--- src/rtl/store_merge_rmw.sv ---
// store_merge_rmw: sub-word store via read-modify-write; STORE_MISALIGN_TRAP_EN enables the misaligned-store trap
module store_merge_rmw #(
    parameter int XLEN   = 64,
    parameter int ADDR_W = 64
) (
    input  logic              clk,
    input  logic              reset,
    input  logic              req_valid,
    output logic              req_ready,
    input  logic [ADDR_W-1:0] req_addr,
    input  logic [XLEN-1:0]   req_data,
    input  logic [1:0]        req_size,
    output logic [ADDR_W-1:0] mem_addr,
    output logic              mem_re,
    input  logic [XLEN-1:0]   mem_rdata,
    output logic              mem_we,
    output logic [XLEN-1:0]   mem_wdata,
    output logic              done,
`ifdef STORE_MISALIGN_TRAP_EN
    output logic              err,
`endif
    output logic              busy
);
    localparam int NB = XLEN / 8;
    localparam int OW = $clog2(NB);
    localparam logic [2:0] IDLE = 3'd0;
    localparam logic [2:0] RD   = 3'd1;
    localparam logic [2:0] WAIT = 3'd2;
    localparam logic [2:0] WR   = 3'd3;
    localparam logic [2:0] ERR  = 3'd4;
    logic [2:0]        state_q, state_d;
    logic [ADDR_W-1:0] addr_q, addr_d;
    logic [XLEN-1:0]   data_q, data_d, buf_q, buf_d, shifted, merged;
    logic [OW-1:0]     off_q, off_d, off_raw, lane_mask;
    logic [NB-1:0]     bmask_q, bmask_d, bmask_new;
    logic              rdy_q, full;
`ifdef STORE_MISALIGN_TRAP_EN
    logic              misaligned;
    assign misaligned = |(off_raw & lane_mask);
`endif
    // Decode the request: full-width test, in-word offset rounded to the size, byte-enable mask
    always_comb begin
        full      = {1'b0, req_size} >= 3'(OW);
        off_raw   = req_addr[OW-1:0];
        lane_mask = OW'((1 << req_size) - 1);
        bmask_new = NB'(((1 << (1 << req_size)) - 1) << (off_raw & ~lane_mask));
    end
    // Overlay the store bytes onto the word read back from memory
    always_comb begin
        shifted = data_q << {off_q, 3'b000};
        merged  = mem_rdata;
        for (int i = 0; i < NB; i++)
            if (bmask_q[i]) merged[8*i +: 8] = shifted[8*i +: 8];
    end
    // Next-state and datapath capture
    always_comb begin
        state_d = state_q;
        addr_d  = addr_q;
        data_d  = data_q;
        off_d   = off_q;
        bmask_d = bmask_q;
        buf_d   = buf_q;
        case (state_q)
            IDLE: if (req_valid && req_ready) begin
                addr_d  = {req_addr[ADDR_W-1:OW], {OW{1'b0}}};
                data_d  = req_data;
                off_d   = off_raw & ~lane_mask;
                bmask_d = bmask_new;
                buf_d   = full ? req_data : buf_q;
`ifdef STORE_MISALIGN_TRAP_EN
                state_d = misaligned ? ERR : full ? WR : RD;
`else
                state_d = full ? WR : RD;
`endif
            end
            RD:   state_d = WAIT;
            WAIT: begin
                buf_d   = merged;
                state_d = WR;
            end
            default: state_d = IDLE;
        endcase
    end
    // State registers; rdy_q holds req_ready low until the first edge after reset
    always_ff @(posedge clk or posedge reset) begin
        if (reset) begin
            state_q <= IDLE;
            addr_q  <= '0;
            data_q  <= '0;
            off_q   <= '0;
            bmask_q <= '0;
            buf_q   <= '0;
            rdy_q   <= 1'b0;
        end else begin
            state_q <= state_d;
            addr_q  <= addr_d;
            data_q  <= data_d;
            off_q   <= off_d;
            bmask_q <= bmask_d;
            buf_q   <= buf_d;
            rdy_q   <= 1'b1;
        end
    end
    assign req_ready = rdy_q && state_q == IDLE;
    assign mem_addr  = addr_q;
    assign mem_re    = state_q == RD;
    assign mem_we    = state_q == WR;
    assign mem_wdata = buf_q;
    assign done      = state_q == WR;
    assign busy      = state_q != IDLE;
`ifdef STORE_MISALIGN_TRAP_EN
    assign err       = state_q == ERR;
`endif
endmodule
--- config.mk ---
export PLATFORM = sky130hd
export DESIGN_NAME = store_merge_rmw
export DESIGN_NICKNAME = d
export VERILOG_FILES = /design/src/rtl/store_merge_rmw.sv
export SDC_FILE = /design/constraint.sdc
export NUM_CORES = 1
export LEC_CHECK = 0
export ABC_AREA = 1
export CORE_MARGIN = 2
export CORE_UTILIZATION = 45
export CTS_CLUSTER_SIZE = 16
export DETAILED_ROUTE_END_ITERATION = 8
export GPL_ROUTABILITY_DRIVEN = 0
export PLACE_DENSITY = 0.79
export SYNTH_ARGS = -nofsm -noshare
export SYNTH_HDL_FRONTEND = slang
export SYNTH_SLANG_ARGS = --single-unit
export TNS_END_PERCENT = 20
--- constraint.sdc ---
create_clock -name clk -period 8.3 [get_ports clk]
set_clock_uncertainty 0.1 [all_clocks]
set_input_delay 1.245 -clock clk [delete_from_list [all_inputs] [get_ports clk]]
set_output_delay 1.245 -clock clk [all_outputs]
set_load 0.005 [all_outputs]
# --- Word level (Yosys, flattened, before mapping) ---
# Cells that the tools add are included.
totals:
  in_bits: 197
  out_inout_bits: 133
  regBits: 204
classes:
  n_mux: 14
  addsub: 2
  eq_ne: 5
  shift: 4
  bitwise_logic: 2
  reduce_logical: 7
  n_lt_le_gt_ge: 1
ops:
  columns: ["cell", "count"]
  rows:
  - ["$mux W64", 2]
  - ["$pmux W64 S2", 1]
  - ["$mux W8", 8]
  - ["$shl A64 B6 Y64", 1]
  - ["$shl A1 B2 Y32 const A", 1]
  - ["$shl A1 B32 Y32 const A", 1]
  - ["$shl A32 B3 Y8", 1]
  - ["$sub A32 B2 Y32 const B", 1]
  - ["$pmux W3 S3", 1]
  - ["$eq A3 B2 Y1 const B", 2]
  - ["$ne A2 B2 Y1 const B", 2]
  - ["$and A3 B3 Y3", 1]
  - ["$eq A3 B1 Y1 const B", 1]
  - ["$logic_not A3 Y1", 1]
  - ["$mux W3", 1]
  - ["$not A3 Y3", 1]
  - ["$reduce_and A3 Y1", 1]
  - ["$reduce_bool A3 Y1", 1]
  - ["$sub A3 B2 Y3 const B", 1]
  - ["$ge A2 B2 Y1 const B", 1]
  - ["$logic_and A1 B1 Y1", 2]
  - ["$mux W2", 1]
  - ["$reduce_and A2 Y1", 1]
  - ["$reduce_bool A2 Y1", 1]

# --- Logic depth before layout (Yosys ltp) ---
logic_depth:
  depth_word: 5
  ltp_mapped: 10

# --- Least setup slack after synthesis ---
# Ideal clock, no wire load.
synth_path:
  kind: "input to register"
  from: "input port req_size[0]"
  to: "register bmask_q[7]"
  arrival_ns: 2.078
  t_required_ns: 8.116
  stages: 7
  setup_ns: 0.084
  path_slack_ns: 6.038
  path_buffers: 0
  path_cell_list: "nor2_1 ha_1 inv_1 nand2_1 nand3_1 nand3_1 a21boi_0"
synth_via:
  elab_chain_cells: 5
  word_cells_on_any_way: 7
  classes_between: "2 x add/sub; 3 x shift; 2 x bitwise"
synth_lines:
  columns: ["item", "line_no", "text"]
  rows:
  - ["start: declaration", "12", "input logic [1:0] req_size,"]
  - ["$shl A1 B2 Y32 *", "46", "bmask_new = NB'(((1 << (1 << req_size)) - 1) << (off_raw & ~lane_mask));"]
  - ["parallel branches: the longest is 3 deep, another holds $sub A32 B2 Y32", null, null]
  - ["$shl A32 B3 Y8 *", "46", null]
  - ["end signal: assignment", "99", "bmask_q <= bmask_d;"]
  - ["end: declaration", "35", "logic [NB-1:0] bmask_q, bmask_d, bmask_new;"]
# Every way passes the cells marked *.
# A chain may end at the register's enable or synchronous reset.

# --- Final worst setup path ---
layout_path:
  from: "input port req_valid"
  to: "register bmask_q[3]"
layout_via:
  elab_chain_cells: 2
layout_lines:
  columns: ["item", "line_no", "text"]
  rows:
  - ["start: declaration", "8", "input logic req_valid,"]
  - ["$logic_and A1 B1 Y1", "64", "IDLE: if (req_valid && req_ready) begin"]
  - ["$reduce_and A2 Y1 (no line)", null, null]
# No other way between the ends.

==> metrics.md <==
| Metric | Value |
|---|---|
| First drt pass iteration count | 5 |
| Post_cts resized | 0 |
| Vias per inst | 5.33 |
| Multi-input gate area | 4890 µm² |
| Placed cell area | 14000 µm² |
| Worst EP required | 8.55 ns |
| YS warnings | 0 |
| Maximum fanout along the worst path | 90 |
| Pwr Total | 5.63 mW |
| Hold buffer count at cts | 0 |
| Least-Margin Pin Slew | 1.19 ns |
| Setup slack, reg-to-reg | 5.15 ns |
| Clock buffer depth | 3 |
| Post-DP HPWL | 25.7 mm |
| DRC | 0 |
| Pre-CTS setup slack | 4.21 ns |
| Worst hold path endpoint | mem_addr[57] |
| Leakage | 7.24 nW |
| Reg2reg start | state_q[0] |
| Row Count | 56 |
| Crit path kind | in2reg |
| Num Clock Sinks | 203 |
| I/O pin count | 330 |
| Synthesized area per cell | 7.04 µm² |
| Register bit total from synthesis | 203 |
| Skew-Pair Late Insertion Delay | 0.52 ns |
| # Post-CTS Setup Buffers | 0 |
| First-pass GRT wire length | 56.0 mm |
| Final wirelength | 36.3 mm |
| VDD IR-drop max | 0.000248 V |
| Status | completed |
| Via Count | 11300 |
| Mapped Cells | 1523 |
| WP data arrival | 3.84 ns |
| Normalized max-slew margin | 20.6% |
| Hold Vio Cnt, Final | 0 |
| Final WS setup | 4.71 ns |
| Startpoint Class | input port |
| DIE WIDTH | 158 µm |
| Worst setup path start | req_valid |
| Register Area | 5080 µm² |
| CTS clk-pin slew, worst paths | 0.06 ns |
| Height of the chip | 158 µm |
| GRT overflow | 0 |
| Max Cap Viol | 0 |
| Port buffer count | 326 |
| Pwr dens | 382 nW/µm² |
| Die Area | 25100 µm² |
| CTS tree | built |
| Setup violators final | 0 |
| Hold path depth | 2 |
| Post-route minimum period | 3.59 ns |
| Cell area after layout | 14800 µm² |
| Fin crit share | 43.3% |
| Tot GR Track Use | 28.6% |
| Largest net degree at the start of global routing | 127 |
| Clock Tree Root | clkbuf_16 |
| Sequential area share after synthesis | 47.4% |
| Fillers | 2073 |
| Commonest non-fill, non-tap cells in the layout | nand2_1, clkdlybuf4s50_1, dfrtp_1 |
| RSZ-0062 raised after global routing | false |
| Vias in the first global route | 10900 |
| WHS | 0.376 ns |
| Core area | 23400 µm² |
| Layout cells sized above 1 | 3.05% |
| Layout Cells excl Fill | 2124 |
| Antenna Nets Post-Route | 0 |
| CTS buffer count | 23 |
| Worst Hold Class | reg2reg |
| Area growth from synthesis to layout | 37.7% |
| Placed cells | 2082 |
| # H-tree levels | 1 |
| Initial DRC Count | 949 |
| Synth unique cells | 25 |
| Synth Cell Area | 10700 µm² |
| Initial antenna violation count | 1 |
| Slew Limit Fails | 0 |
| Wire per inst | 17.1 µm |
| Worst hold start | mem_addr[57] |
| CP Capture Type | flip-flop |
| Worst Reg2Reg Path Length in Cells | 6 |
| Starting density of the core | 45.8% |
| Commonest non-fill, non-tap cell in the layout | nand2_1 |
| Peak Freq | 0.279 GHz |
| RR Endpoint | bmask_q[3] |
| Fin Setup TNS | 0 ns |
| Final design utilization | 63.1% |
| # nets final | 1990 |
## cell type report
cell class / count / area share, %
Inverter: 86 / 2.24
Timing Repair Buffer: 336 / 22.6
Multi-Input combinational cell: 1138 / 33.2
Tap cell: 319 / 2.70
Sequential cell: 203 / 34.4
Clock inverter: 6 / 0.254
Clock buffer: 35 / 4.61
Antenna cell: 1 / 0.0170
## power by group
part	switching, mW	internal (mW)
registers	0.341	1.46
logic	1.65	1.20
clock network	0.416	0.565
## cell families after synthesis
logic type / Yosys count / share of synthesized area, %
buffers and inverters: 184 / 7.13
AO/OA/AOI/OAI: 229 / 11.7
adder cells (fa/ha/maj): 5 / 0.584
other: 2 / 0.0701
AND/OR/NAND/NOR: 900 / 33.1
flip-flops: 203 / 47.4
## state kept, by name, indices dropped and copies added (netlist names)
register and flops:
off_q 3, rdy_q 1, mem_wdata 64, bmask_q 8
data_q 64, state_q 2, mem_addr 61
## how the worst max path moves through the flow
stage | end | cells after the start
5_1_grt | bmask_q[3] | 5
2_1_floorplan | bmask_q[0] | 1
3_5_place_dp | data_q[19] | 5
3_3_place_gp | data_q[22] | 5
6_report | bmask_q[3] | 5
4_1_cts | bmask_q[3] | 5
## synthesized netlist by cell type, drive strengths merged
cell type | instances | share of area, %
o22ai | 4 | 0.23
dfrtp | 203 | 47
o21ai | 77 | 3.7
nand3 | 137 | 6.4
nand2 | 730 | 26
nor2 | 32 | 1.1
o211ai | 24 | 1.7
ha | 5 | 0.58
a21boi | 1 | 0.070
o31ai | 7 | 0.49
clkinv | 5 | 0.18
a22oi | 1 | 0.070
a21oi | 113 | 5.3
o21bai | 1 | 0.070
clkbuf | 46 | 1.6
buf | 52 | 2.5
inv | 81 | 2.8
a31oi | 1 | 0.058
conb | 2 | 0.070
nand4 | 1 | 0.058
## per-layer routing
| metal | vias to the layer above | share of wire (%) | track usage [%] |
|---|---|---|---|
| met4 | 0 | 4.2 | 12.5 |
| met5 | - | 0 | 0 |
| met3 | 103 | 9.9 | 7.21 |
| met2 | 570 | 48 | 49.1 |
| li1 | 5372 | - | - |
| met1 | 5280 | 38 | 34.0 |
## critical path, cell delays in order
cell and delay (ns):
clkdlybuf4s50_1 0.55, nand3_4 0.51, inv_2 0.46, buf_4 0.75
o21ai_0 0.19
Power figures use the tool's default switching activity.
